--- src/rtl/mem_arbiter.sv ---
// mem_arbiter: arbitrates one shared memory bus between the fetch unit and the
// mem stage. At most one bus transaction is outstanding at a time. The mem stage
// normally wins a tie. A streak counter stops it from starving fetch: once it
// reaches STARVE_LIMIT consecutive wins while fetch waits, fetch gets the bus.
//
// Optional feature: define MEM_ARBITER_TIMEOUT_EN to enable the bus timeout.
// When enabled, a busy phase that sees no bus_ack for TIMEOUT_CYCLES cycles is
// closed with a one-cycle bus_err pulse and a synthetic ack.
//
// Ports
//   clk, reset_n                 clock, asynchronous active-low reset
//   fe_req/fe_addr/fe_flush      fetch request, address, PC redirect
//   fe_ack/fe_data               fetch response (same cycle as bus_ack)
//   ms_req/ms_wen/ms_addr/
//   ms_wdata/ms_wmask            mem-stage request
//   ms_ack/ms_rdata              mem-stage response (same cycle as bus_ack)
//   bus_req/bus_wen/bus_addr/
//   bus_wdata/bus_wmask          bus request, driven from registered grant values
//   bus_ack/bus_rdata            bus response
//   bus_err                      one-cycle timeout pulse (0 when timeout disabled)
//
// state   | meaning
// IDLE    | no transaction outstanding, arbitration happens here
// FE_BUSY | fetch access on the bus, waiting for bus_ack
// MS_BUSY | mem-stage access on the bus, waiting for bus_ack
module mem_arbiter #(
    parameter int STARVE_LIMIT   = 4,
    parameter int TIMEOUT_CYCLES = 255
) (
    input  logic        clk,
    input  logic        reset_n,
    input  logic        fe_req,
    input  logic [31:0] fe_addr,
    input  logic        fe_flush,
    output logic        fe_ack,
    output logic [31:0] fe_data,
    input  logic        ms_req,
    input  logic        ms_wen,
    input  logic [31:0] ms_addr,
    input  logic [31:0] ms_wdata,
    input  logic [3:0]  ms_wmask,
    output logic        ms_ack,
    output logic [31:0] ms_rdata,
    output logic        bus_req,
    output logic        bus_wen,
    output logic [31:0] bus_addr,
    output logic [31:0] bus_wdata,
    output logic [3:0]  bus_wmask,
    input  logic        bus_ack,
    input  logic [31:0] bus_rdata,
    output logic        bus_err
);

    localparam int SW = (STARVE_LIMIT < 1) ? 1 : $clog2(STARVE_LIMIT + 1);
    localparam logic [SW-1:0] STREAK_MAX = SW'(STARVE_LIMIT);

    if (TIMEOUT_CYCLES < 1) begin : g_bad_timeout
        $error("mem_arbiter: TIMEOUT_CYCLES must be at least 1");
    end

    typedef enum logic [1:0] {
        IDLE    = 2'd0,
        FE_BUSY = 2'd1,
        MS_BUSY = 2'd2
    } state_t;

    state_t        state, state_nxt;
    logic [SW-1:0] streak, streak_nxt;
    logic          discard, discard_nxt;
    logic          grant_fe, grant_ms;
    logic          timeout;

    always_ff @(posedge clk or negedge reset_n) begin
        if (!reset_n) begin
            state     <= IDLE;
            streak    <= '0;
            discard   <= 1'b0;
            bus_addr  <= '0;
            bus_wen   <= 1'b0;
            bus_wdata <= '0;
            bus_wmask <= '0;
        end else begin
            state   <= state_nxt;
            streak  <= streak_nxt;
            discard <= discard_nxt;
            if (grant_fe) begin
                bus_addr  <= fe_addr;
                bus_wen   <= 1'b0;
                bus_wdata <= '0;
                bus_wmask <= 4'hF;
            end else if (grant_ms) begin
                bus_addr  <= ms_addr;
                bus_wen   <= ms_wen;
                bus_wdata <= ms_wdata;
                bus_wmask <= ms_wmask;
            end
        end
    end

    always_comb begin
        state_nxt   = state;
        streak_nxt  = streak;
        discard_nxt = discard;
        grant_fe    = 1'b0;
        grant_ms    = 1'b0;
        fe_ack      = 1'b0;
        ms_ack      = 1'b0;
        fe_data     = bus_rdata;
        ms_rdata    = bus_rdata;

        case (state)
            IDLE: begin
                // Mem stage wins ties until it has starved fetch STARVE_LIMIT times.
                if (fe_req && ms_req) begin
                    if (streak == STREAK_MAX) grant_fe = 1'b1;
                    else                      grant_ms = 1'b1;
                end else if (fe_req) begin
                    grant_fe = 1'b1;
                end else if (ms_req) begin
                    grant_ms = 1'b1;
                end

                if (grant_fe) begin
                    state_nxt   = FE_BUSY;
                    streak_nxt  = '0;
                    discard_nxt = 1'b0;
                end else if (grant_ms) begin
                    state_nxt = MS_BUSY;
                    if (!fe_req)                  streak_nxt = '0;
                    else if (streak != STREAK_MAX) streak_nxt = streak + 1'b1;
                end
            end

            FE_BUSY: begin
                if (bus_ack || timeout) begin
                    // A redirect seen at any point during the access, including
                    // the completing cycle, drops the stale instruction.
                    fe_ack      = !(discard || fe_flush);
                    state_nxt   = IDLE;
                    discard_nxt = 1'b0;
                    if (timeout) fe_data = 32'h0000_0013;
                end else if (fe_flush) begin
                    discard_nxt = 1'b1;
                end
            end

            MS_BUSY: begin
                if (bus_ack || timeout) begin
                    ms_ack    = 1'b1;
                    state_nxt = IDLE;
                    if (timeout) ms_rdata = 32'h0;
                end
            end

            default: state_nxt = IDLE;
        endcase
    end

    assign bus_req = (state != IDLE);
    assign bus_err = timeout;

`ifdef MEM_ARBITER_TIMEOUT_EN
    localparam int TW = (TIMEOUT_CYCLES < 2) ? 1 : $clog2(TIMEOUT_CYCLES + 1);

    // Down-counter loaded at grant; reaching zero in a busy cycle without
    // bus_ack marks the TIMEOUT_CYCLES-th busy cycle.
    logic [TW-1:0] tmo_cnt;

    always_ff @(posedge clk or negedge reset_n) begin
        if (!reset_n) begin
            tmo_cnt <= '0;
        end else if (grant_fe || grant_ms) begin
            tmo_cnt <= TW'(TIMEOUT_CYCLES - 1);
        end else if (state != IDLE && tmo_cnt != '0) begin
            tmo_cnt <= tmo_cnt - 1'b1;
        end
    end

    assign timeout = (state != IDLE) && (tmo_cnt == '0) && !bus_ack;
`else
    assign timeout = 1'b0;
`endif

endmodule

--- config.mk ---
export PLATFORM = sky130hd
export DESIGN_NAME = mem_arbiter
export DESIGN_NICKNAME = d
export VERILOG_FILES = /design/src/rtl/mem_arbiter.sv
export SDC_FILE = /design/constraint.sdc
export NUM_CORES = 1
export LEC_CHECK = 0
export CAP_MARGIN = 5
export CORE_AREA = 2 2 108 110
export DETAILED_ROUTE_END_ITERATION = 10
export DIE_AREA = 0 0 110 112
export PLACE_DENSITY = 0.8
export SLEW_MARGIN = 20
export SYNTH_ARGS = -nofsm -noshare
export SYNTH_HDL_FRONTEND = slang
export SYNTH_SLANG_ARGS = --single-unit
--- constraint.sdc ---
create_clock -name clk -period 2.4 [get_ports clk]
set_input_delay 0.48 -clock clk [delete_from_list [all_inputs] [get_ports clk]]
set_output_delay 0.48 -clock clk [all_outputs]
set_load 0.01 [all_outputs]
---- Yosys cells after proc, flatten, opt, wreduce, memory -nomap -nowiden ----
Index checks and enable logic that the tools add are counted.
word-level totals
  bits of input ports ..................... 139
  logic and storage cells ................. 64
  output and inout port bits .............. 137
  bits in registers ....................... 75
operators by class
  add/sub/neg operators ................... 1
  multiplexer cells ....................... 35
  equality and inequality tests ........... 9
  reductions and logical operators ........ 12
operator list
  kind                 count
  $mux 32              4
  $mux 1               20
  $mux 3               4
  $ne 3x3->1 const B   3
  $mux 4               2
  $reduce_bool 2->1    4
  $mux 2               3
  $reduce_and 3->1     2
  $pmux 2 s2           1
  $add 3x1->3 const B  1
  $eq 3x3->1 const B   1
  $ne 3x1->1 const B   1
  $eq 2x1->1 const B   1
  $eq 2x2->1 const B   1
  $logic_not 2->1      1
  $ne 2x1->1 const B   1
  $ne 2x2->1 const B   1
  $pmux 1 s2           1
  $reduce_and 2->1     1
  $reduce_or 2->1      1
  $logic_and 1x1->1    1
  $logic_not 1->1      1
  $logic_or 1x1->1     1

---- Longest topological paths before layout ----
Gate-level depths: netlist of run 1.
  depth after elaboration ................. 7
  mapped depth ............................ 8
  gate-level depth less buffers ........... 5

---- Worst setup path after synthesis of run 1 ----
OpenSTA, ideal clock, no wires.
  kind .................................... reg-to-reg
  start point ............................. register state[0]
  end point ............................... register bus_addr[14]
  clock period less this slack ............ 1.604 ns
  arrival ................................. 1.527 ns
  library setup time ...................... 0.077 ns
  path buffers ............................ 3
  stages on the path, launching flop included .. 9
  required time ........................... 2.323 ns
  setup slack ............................. 0.796 ns
  cell sequence ........................... dfrtp_1 > inv_1 > ha_1 > buf_2 > and2_1 > buf_2 > clkbuf_1 > a31oi_1 > a21oi_1
between the ends
  word-level cells in the longest chain between the ends .. 3
  elaborated cells on any way between the ends .. 5
  those cells by class .................... mux (3); reduce/logical (2)
ends and longest elaborated chain
  element                                       RTL line  source
  from (decl)                                   67        state_t state, state_nxt;
  from (signal assigned)                        83        state <= state_nxt;
  $logic_not 2->1 *                             111       case (state)
  $mux 1                                        111
  $mux 32 or $reduce_bool 2->1 (tied branches)  n/a
  to (signal assigned)                          87        bus_addr <= fe_addr;
  to (signal assigned)                          92        bus_addr <= ms_addr;
  to (decl)                                     46        output logic [31:0] bus_addr,
Every way passes the cells marked *; elsewhere a longest branch is shown, timed or not.
A chain may end at the register's enable or synchronous reset.

---- Worst setup path after layout of run 1 ----
  start point ............................. input bus_ack
  end point ............................... output fe_ack
between the ends
  word-level cells in the longest chain between the ends .. 2
ends and longest elaborated chain
  element      RTL line  source
  from (decl)  49        input logic bus_ack,
  $mux 1       135       if (bus_ack || timeout) begin
  $mux 1       111
  to (decl)    35        output logic fe_ack,
Every way passes these cells.

==> results of run 1 <==
==> flip-flops by register name, summed over array words and instances, names as in the netlist <==
register / count
bus_addr: 32
bus_wdata: 32
bus_wmask: 4
streak: 3
state: 2
bus_wen: 1
discard: 1
==> cell type report <==
class,instances,area (µm²),area share
Inverter,6,22.5,0.00406
Tap cell,143,179,0.0323
Clock inverter,7,76.3,0.0138
Sequential cell,75,1880,0.339
Clock buffer,9,225,0.0406
Multi-Input combinational cell,204,1250,0.226
Timing Repair Buffer,190,1910,0.344
==> synth_stat cells, drive strengths merged (2+ instances only) <==
master | n | share of area
a31oi | 32 | 0.053
and2 | 2 | 0.0033
nand2b | 2 | 0.0033
nand2 | 5 | 0.0050
inv | 6 | 0.0060
a22o | 33 | 0.077
nand3 | 4 | 0.0053
o22a | 4 | 0.0093
nor2 | 32 | 0.032
dfrtp | 75 | 0.50
buf | 87 | 0.16
clkbuf | 9 | 0.0090
a21oi | 35 | 0.046
o21ai | 35 | 0.046
ha | 5 | 0.017
==> power by group <==
part,leakage [nW],switching [mW],total [mW],internal [mW]
Sequential,0.900,0.317,2.16,1.85
Clock,0.142,0.540,1.35,0.812
Combinational,1.23,1.58,3.35,1.77
==> layer usage <==
layer | track usage | vias up
met5 | 0 | -
met4 | 0.0844 | 0
met3 | 0.0585 | 40
met2 | 0.275 | 203
met1 | 0.188 | 1607
li1 | - | 1502
==> worst min-delay path by stage <==
stage          startpoint  slack, ps     endpoint  depth (start not counted)
2_1_floorplan     reset_n        180  bus_addr[0]                          0
3_3_place_gp      reset_n        450  bus_addr[4]                          1
3_5_place_dp      reset_n        460  bus_addr[9]                          1
4_1_cts           reset_n        100  bus_addr[9]                          1
5_1_grt           reset_n        100  bus_addr[9]                          1
6_report          reset_n         80  bus_addr[9]                          1
==> kinds of logic after synthesis <==
group / after synthesis
compound gates: 147
fa+ha+maj: 5
buf+inv: 102
flops: 75
mux: 2
other cells: 1
simple gates: 49
==> metrics by stage <==
step | power, mW | setup WS (ps) | cells | cell area, µm²
finish | 6.86 | 167 | 634 | 5540
global route | 7.31 | 23.8 | 634 | 5540
CTS | 6.94 | 149 | 634 | 5540
detailed placement | 5.54 | 162 | 618 | 5240
global placement | 5.46 | 156 | 618 | 5240
floorplan | 3.93 | 796 | 381 | 3770
==> critical path, stage by stage <==
cell and delay [ps]:
clkdlybuf4s50_1 520, nand2_1 60, nor3_1 130, clkdlybuf4s50_1 560
==> run summary, run 1 <==
DRC marker count from the first detailed-route iteration - 252
CP Launch Point - bus_ack
Starting Density - 0.338
top_reg_cell synth - dfrtp_1
DRC violations left - 0
final wirelength - 10500 µm
Max Cap Viol - 0
crit start category - primary input
Yosys Warn Count - 0
initial antenna violation count - 0
Top Metal Used - met4
post-synthesis compound-gate area fraction - 0.251
simple-gate share of the synthesized area - 0.0554
clk_skew - 6.88 ps
RSZ-0062 raised after global routing - false
wire per inst - 16.6 µm
worst-path fanout max - 5
post-synthesis cell count - 381
Final Critical Period - 2230 ps
later-pin clock latency in the skew report - 330 ps
setup TNS - 0 ps
crit path to - fe_ack
Final Net Count - 630
row count - 39
DRT met1 WL - 4040 µm
reg-to-reg slack, setup - 620 ps
die span in y - 112 µm
Inserted Diodes - 0
P&R area growth vs syn - 46.9%
Filler cells - 1034
first-pass GRT wire length - 16100 µm
Worst R2R End - bus_addr[10]
Met2 Wirelength - 4970 µm
xor/xnor cell area share of the yosys netlist - 0
Post-DRT Antenna Nets - 0
PortBufs - 178
Max Fclk - 448 MHz
Hold WS - 79.7 ps
Final Max Tran Viols - 0
largest net degree at the start of global routing - 44
R2R depth - 7
synth unique cells - 34
#FFs+latches synth - 75
asr flop ratio synth - 1.00
most common cell after layout, fill and taps aside - clkdlybuf4s50_1
CTS buffer count - 9
Num Clock Sinks - 75
clk root buf - clkbuf_16
Post-synth EDFFs - 0
deepest level of the CTS H-tree - 3
Clk pin slew, worst setup/hold paths - 60 ps
vias - 3352
Mapped Area - 3770 µm²
Max clock buf depth - 2
multiplexer share of the synthesized area - 0.00564
commonest cells after routing, fill and taps aside - clkdlybuf4s50_1 (177), dfrtp_1 (75), a21oi_1 (35)
largest family of logic cells by synthesized area - compound AO/OA/AOI/OAI gates
Core Area - 11200 µm²
Power Dens Cells - 1240 nW/µm²
post-synthesis sequential area ratio - 0.497
critical path capture point type - output port
post-cts resize count - 0
routability cong. - 0.750
layout cell share with drive strength beyond 1 - 0.0652
class of the worst hold path - in -> async
syn_area_per_cell - 9.90 µm²
post-synthesis adder-cell area fraction - 0.0166
hpwl dp - 7730 µm
drt first pass iters - 4
final hold violation count - 0
GRT Residual Overflow - 0
Leak - 2.27 nW
Chip Width - 110 µm
RR Startpoint - state[0]
Post-Syn Nets - 525
vias per cell - 5.29
required time worst endpoint - 1920 ps
final setup vio count - 0
Crit Path Class - in -> out
Period Utilization, post-route - 0.930
GRT Overall Usage - 0.167
cts hold-fix bufs - 0
outcome - complete, no violations
CTS tree - yes
# IOs - 276
number of global-route vias before repair - 3361
DIE AREA - 12300 µm²
Post-CTS Setup Repair Bufs - 0
Core Util, Final - 0.496
Max rail drop VDD - 0.000519 V
met3 WL - 1170 µm
Worst Path Arrival - 1750 ps
Note: power is estimated with default switching activity, not from simulation.
==> run 2: changes to the inputs <==
ABC_AREA = 1   (was default)
CORE_AREA = default   (was 2 2 108 110)
CORE_MARGIN = 2   (was default)
CORE_UTILIZATION = 39   (was default)
DIE_AREA = default   (was 0 0 110 112)
PLACE_DENSITY = 0.87   (was 0.8)
RECOVER_POWER = 100   (was default)
==> run 2 against run 1 <==
Compared with the run above: the run now ends with max-capacitance violations, max-slew violations left; final cell count grew 21%; synthesized area grew 10%; non-clock buffer count shrank 4; total power shrank 3.9%; core utilization grew 6.4 points; worst setup slack lost 18 ps; clock skew grew 3.2 ps; routed wire length grew 4.1%; via count grew 10%; final area grew 4.3%; clock power shrank 6%; synthesized cell count grew 37%; critical path type unchanged; critical endpoint is now ms_ack; largest cell class is now sequential cells.
==> run summary, run 2 <==
outcome - finished with violations
violated checks - max-capacitance violations, max-slew violations
top_reg_cell synth - dfrtp_1
Worst Path Arrival - 1770 ps (+20 ps)
routability cong. - 0.810 (+8.0%)
cts hold-fix bufs - 0 (unchanged)
Crit Path Class - in -> out
vias - 3696 (+10%)
Core Area - 10300 µm² (-7.6%)
Post-Syn Nets - 666 (+27%)
setup TNS - 0 ps (unchanged)
leading area contributor after synthesis - dfrtp_1
first-pass GRT wire length - 18100 µm (+12%)
P&R area growth vs syn - 39.2%
final wirelength - 11000 µm (+4.1%)
synth cell count leaders - nand2_1 (179), dfrtp_1 (75), nand3_1 (67)
multi-input logic area - 1450 µm² (+16%)
Leak - 2.91 nW (+28%)
Max rail drop VDD - 0.000556 V (+7.1%)
R2R depth - 9 (+2)
GRT Residual Overflow - 0 (unchanged)
class of the worst hold path - reg -> reg
Inserted Diodes - 0 (unchanged)
later-pin clock latency in the skew report - 340 ps (about the same)
synth unique cells - 22 (-35%)
Final Max Tran Viols - 76 (+76)
Core Util, Final - 0.560 (+0.0639)
layout cell share with drive strength beyond 1 - 0.0460 (-0.0192)
most common cell after layout, fill and taps aside - nand2_1
Filler cells - 930 (-10%)
Post-synth EDFFs - 0 (unchanged)
row count - 37 (-5.1%)
deepest level of the CTS H-tree - 3 (unchanged)
Max Cap Viol - 1 (+1)
Critical-path top delay cell - dlygate4sd3_1
Clk pin slew, worst setup/hold paths - 70 ps (about the same)
Final Net Count - 771 (+22%)
transition time of the tightest slew-check pin - 1860 ps
Yosys Warn Count - 0 (unchanged)
PortBufs - 178 (unchanged)
die span in y - 107 µm (-4.3%)
post-synthesis cell count - 522 (+37%)
CP peak stage delay - 590 ps (+30 ps)
Power Dens Cells - 1140 nW/µm² (-7.9%)
Synth area leaders - dfrtp_1 (45%), nand2_1 (16%), buf_4 (12%)
final setup vio count - 0 (unchanged)
critical path capture point type - output port
Post-CTS Setup Repair Bufs - 0 (unchanged)
biggest regs - bus_addr x32, bus_wdata x32, bus_wmask x4
asr flop ratio synth - 1.00 (unchanged)
FF+latch area - 1880 µm² (unchanged)
worst-path fanout max - 3 (-2)
CTS tree - yes
DIE AREA - 11500 µm² (-6.8%)
largest family of logic cells by synthesized area - simple AND/OR/NAND/NOR gates
post-synth top area share - 0.452 (-0.0453)
hpwl dp - 7790 µm (+0.81%)
Chip Width - 107 µm (-2.6%)
DRC violations left - 0 (unchanged)
Hold WS - 473 ps (+393 ps)
Max clock buf depth - 2 (unchanged)
multiplexer share of the synthesized area - 0 (-0.00564)
commonest cells after routing, fill and taps aside - nand2_1 (180), clkdlybuf4s50_1 (105), dfrtp_1 (75)
post-synthesis adder-cell area fraction - 0.0151 (-0.00151)
Mapped Area - 4150 µm² (+10%)
simple-gate share of the synthesized area - 0.318 (+0.262)
post-synthesis sequential area ratio - 0.452 (-0.0453)
largest net degree at the start of global routing - 76 (+73%)
vias per cell - 4.82 (-8.9%)
Num Clock Sinks - 75 (unchanged)
Post-DRT Antenna Nets - 0 (unchanged)
CTS buffer count - 9 (unchanged)
DRC marker count from the first detailed-route iteration - 301 (+19%)
wire per inst - 14.3 µm (-14%)
# IOs - 276 (unchanged)
crit start category - primary input
GRT Overall Usage - 0.196 (+0.0295)
initial antenna violation count - 0 (unchanged)
syn_area_per_cell - 7.95 µm² (-20%)
Max Fclk - 444 MHz (-0.79%)
RSZ-0062 raised after global routing - false
clk root buf - clkbuf_8
final hold violation count - 0 (unchanged)
post-synthesis compound-gate area fraction - 0.0148 (-0.236)
drt first pass iters - 6 (+2)
clk_skew - 10.1 ps (+3.22 ps)
Worst slew margin - -0.237
Period Utilization, post-route - 0.938 (+0.00737)
required time worst endpoint - 1920 ps (about the same)
Cell Chain, Critical Path - clkdlybuf4s50_1 > buf_4 > nand2_1 > inv_1 > dlygate4sd3_1
xor/xnor cell area share of the yosys netlist - 0.00211 (+0.00211)
most frequent cell after synthesis - nand2_1
Starting Density - 0.402 (+0.0644)
#FFs+latches synth - 75 (unchanged)
number of global-route vias before repair - 3832 (+14%)
Hold Crit Depth - 2
Final Critical Period - 2250 ps (+17.7 ps)
## run 2: worst paths after layout
kind	from	to	slack, ps
worst max register to register	state[0]	discard	340
min in group asynchronous	reset_n	bus_addr[31]	630
worst min register to register	bus_addr[16]	bus_addr[16]	470
worst max-delay path	bus_ack	ms_ack	150
max in group asynchronous	reset_n	bus_wdata[23]	660
worst min-delay path	bus_addr[16]	bus_addr[16]	470
## run 2: metrics by stage
step                      worst slack [ps]  instance area (µm²)  instances  total power, mW
final                                  150                 5780        767             6.59
after global routing                   100                 5780        767             7.11
after CTS                             44.0                 5800        767             6.92
after detailed placement              65.4                 5540        752             5.61
after global placement                 125                 5540        752             5.49
after floorplan                        906                 4150        522             3.96
## run 2: area by class of cell
class | count | share of cell area
multi-input combinational | 310 | 0.251
tap | 136 | 0.0294
clock inverter | 5 | 0.0216
clock buffer | 10 | 0.0238
sequential | 75 | 0.325
timing repair buffer | 186 | 0.320
inverter | 45 | 0.0294
## run 2: critical path: cells and delay by family
family / cells / cell delay, ps
buf+inv: 4 / 1250
simple gates: 1 / 50
## run 2: metal layers
layer	up-vias	wire [µm]	GRT usage
li1	1758	-	-
met1	1737	4220	0.229
met2	178	5500	0.334
met3	23	1030	0.0711
met4	0	206	0.0659
met5	-	0	0
## run 2: power by group
group	internal, mW	total (mW)	switching, mW
logic	1.44	3.14	1.70
registers	1.87	2.19	0.319
clock network	0.817	1.27	0.452
total	4.12	6.59	2.47
## run 2: kinds of logic after synthesis
logic type,count (synthesis)
compound gates,10
xor+xnor,1
fa+ha+maj,5
buf+inv,137
flops,75
other cells,1
simple gates,293
## run 2: timing repair
action                     CTS  global route
hold endpoints to repair     0             0
setup endpoints to repair    0             1
resized for setup            0             1
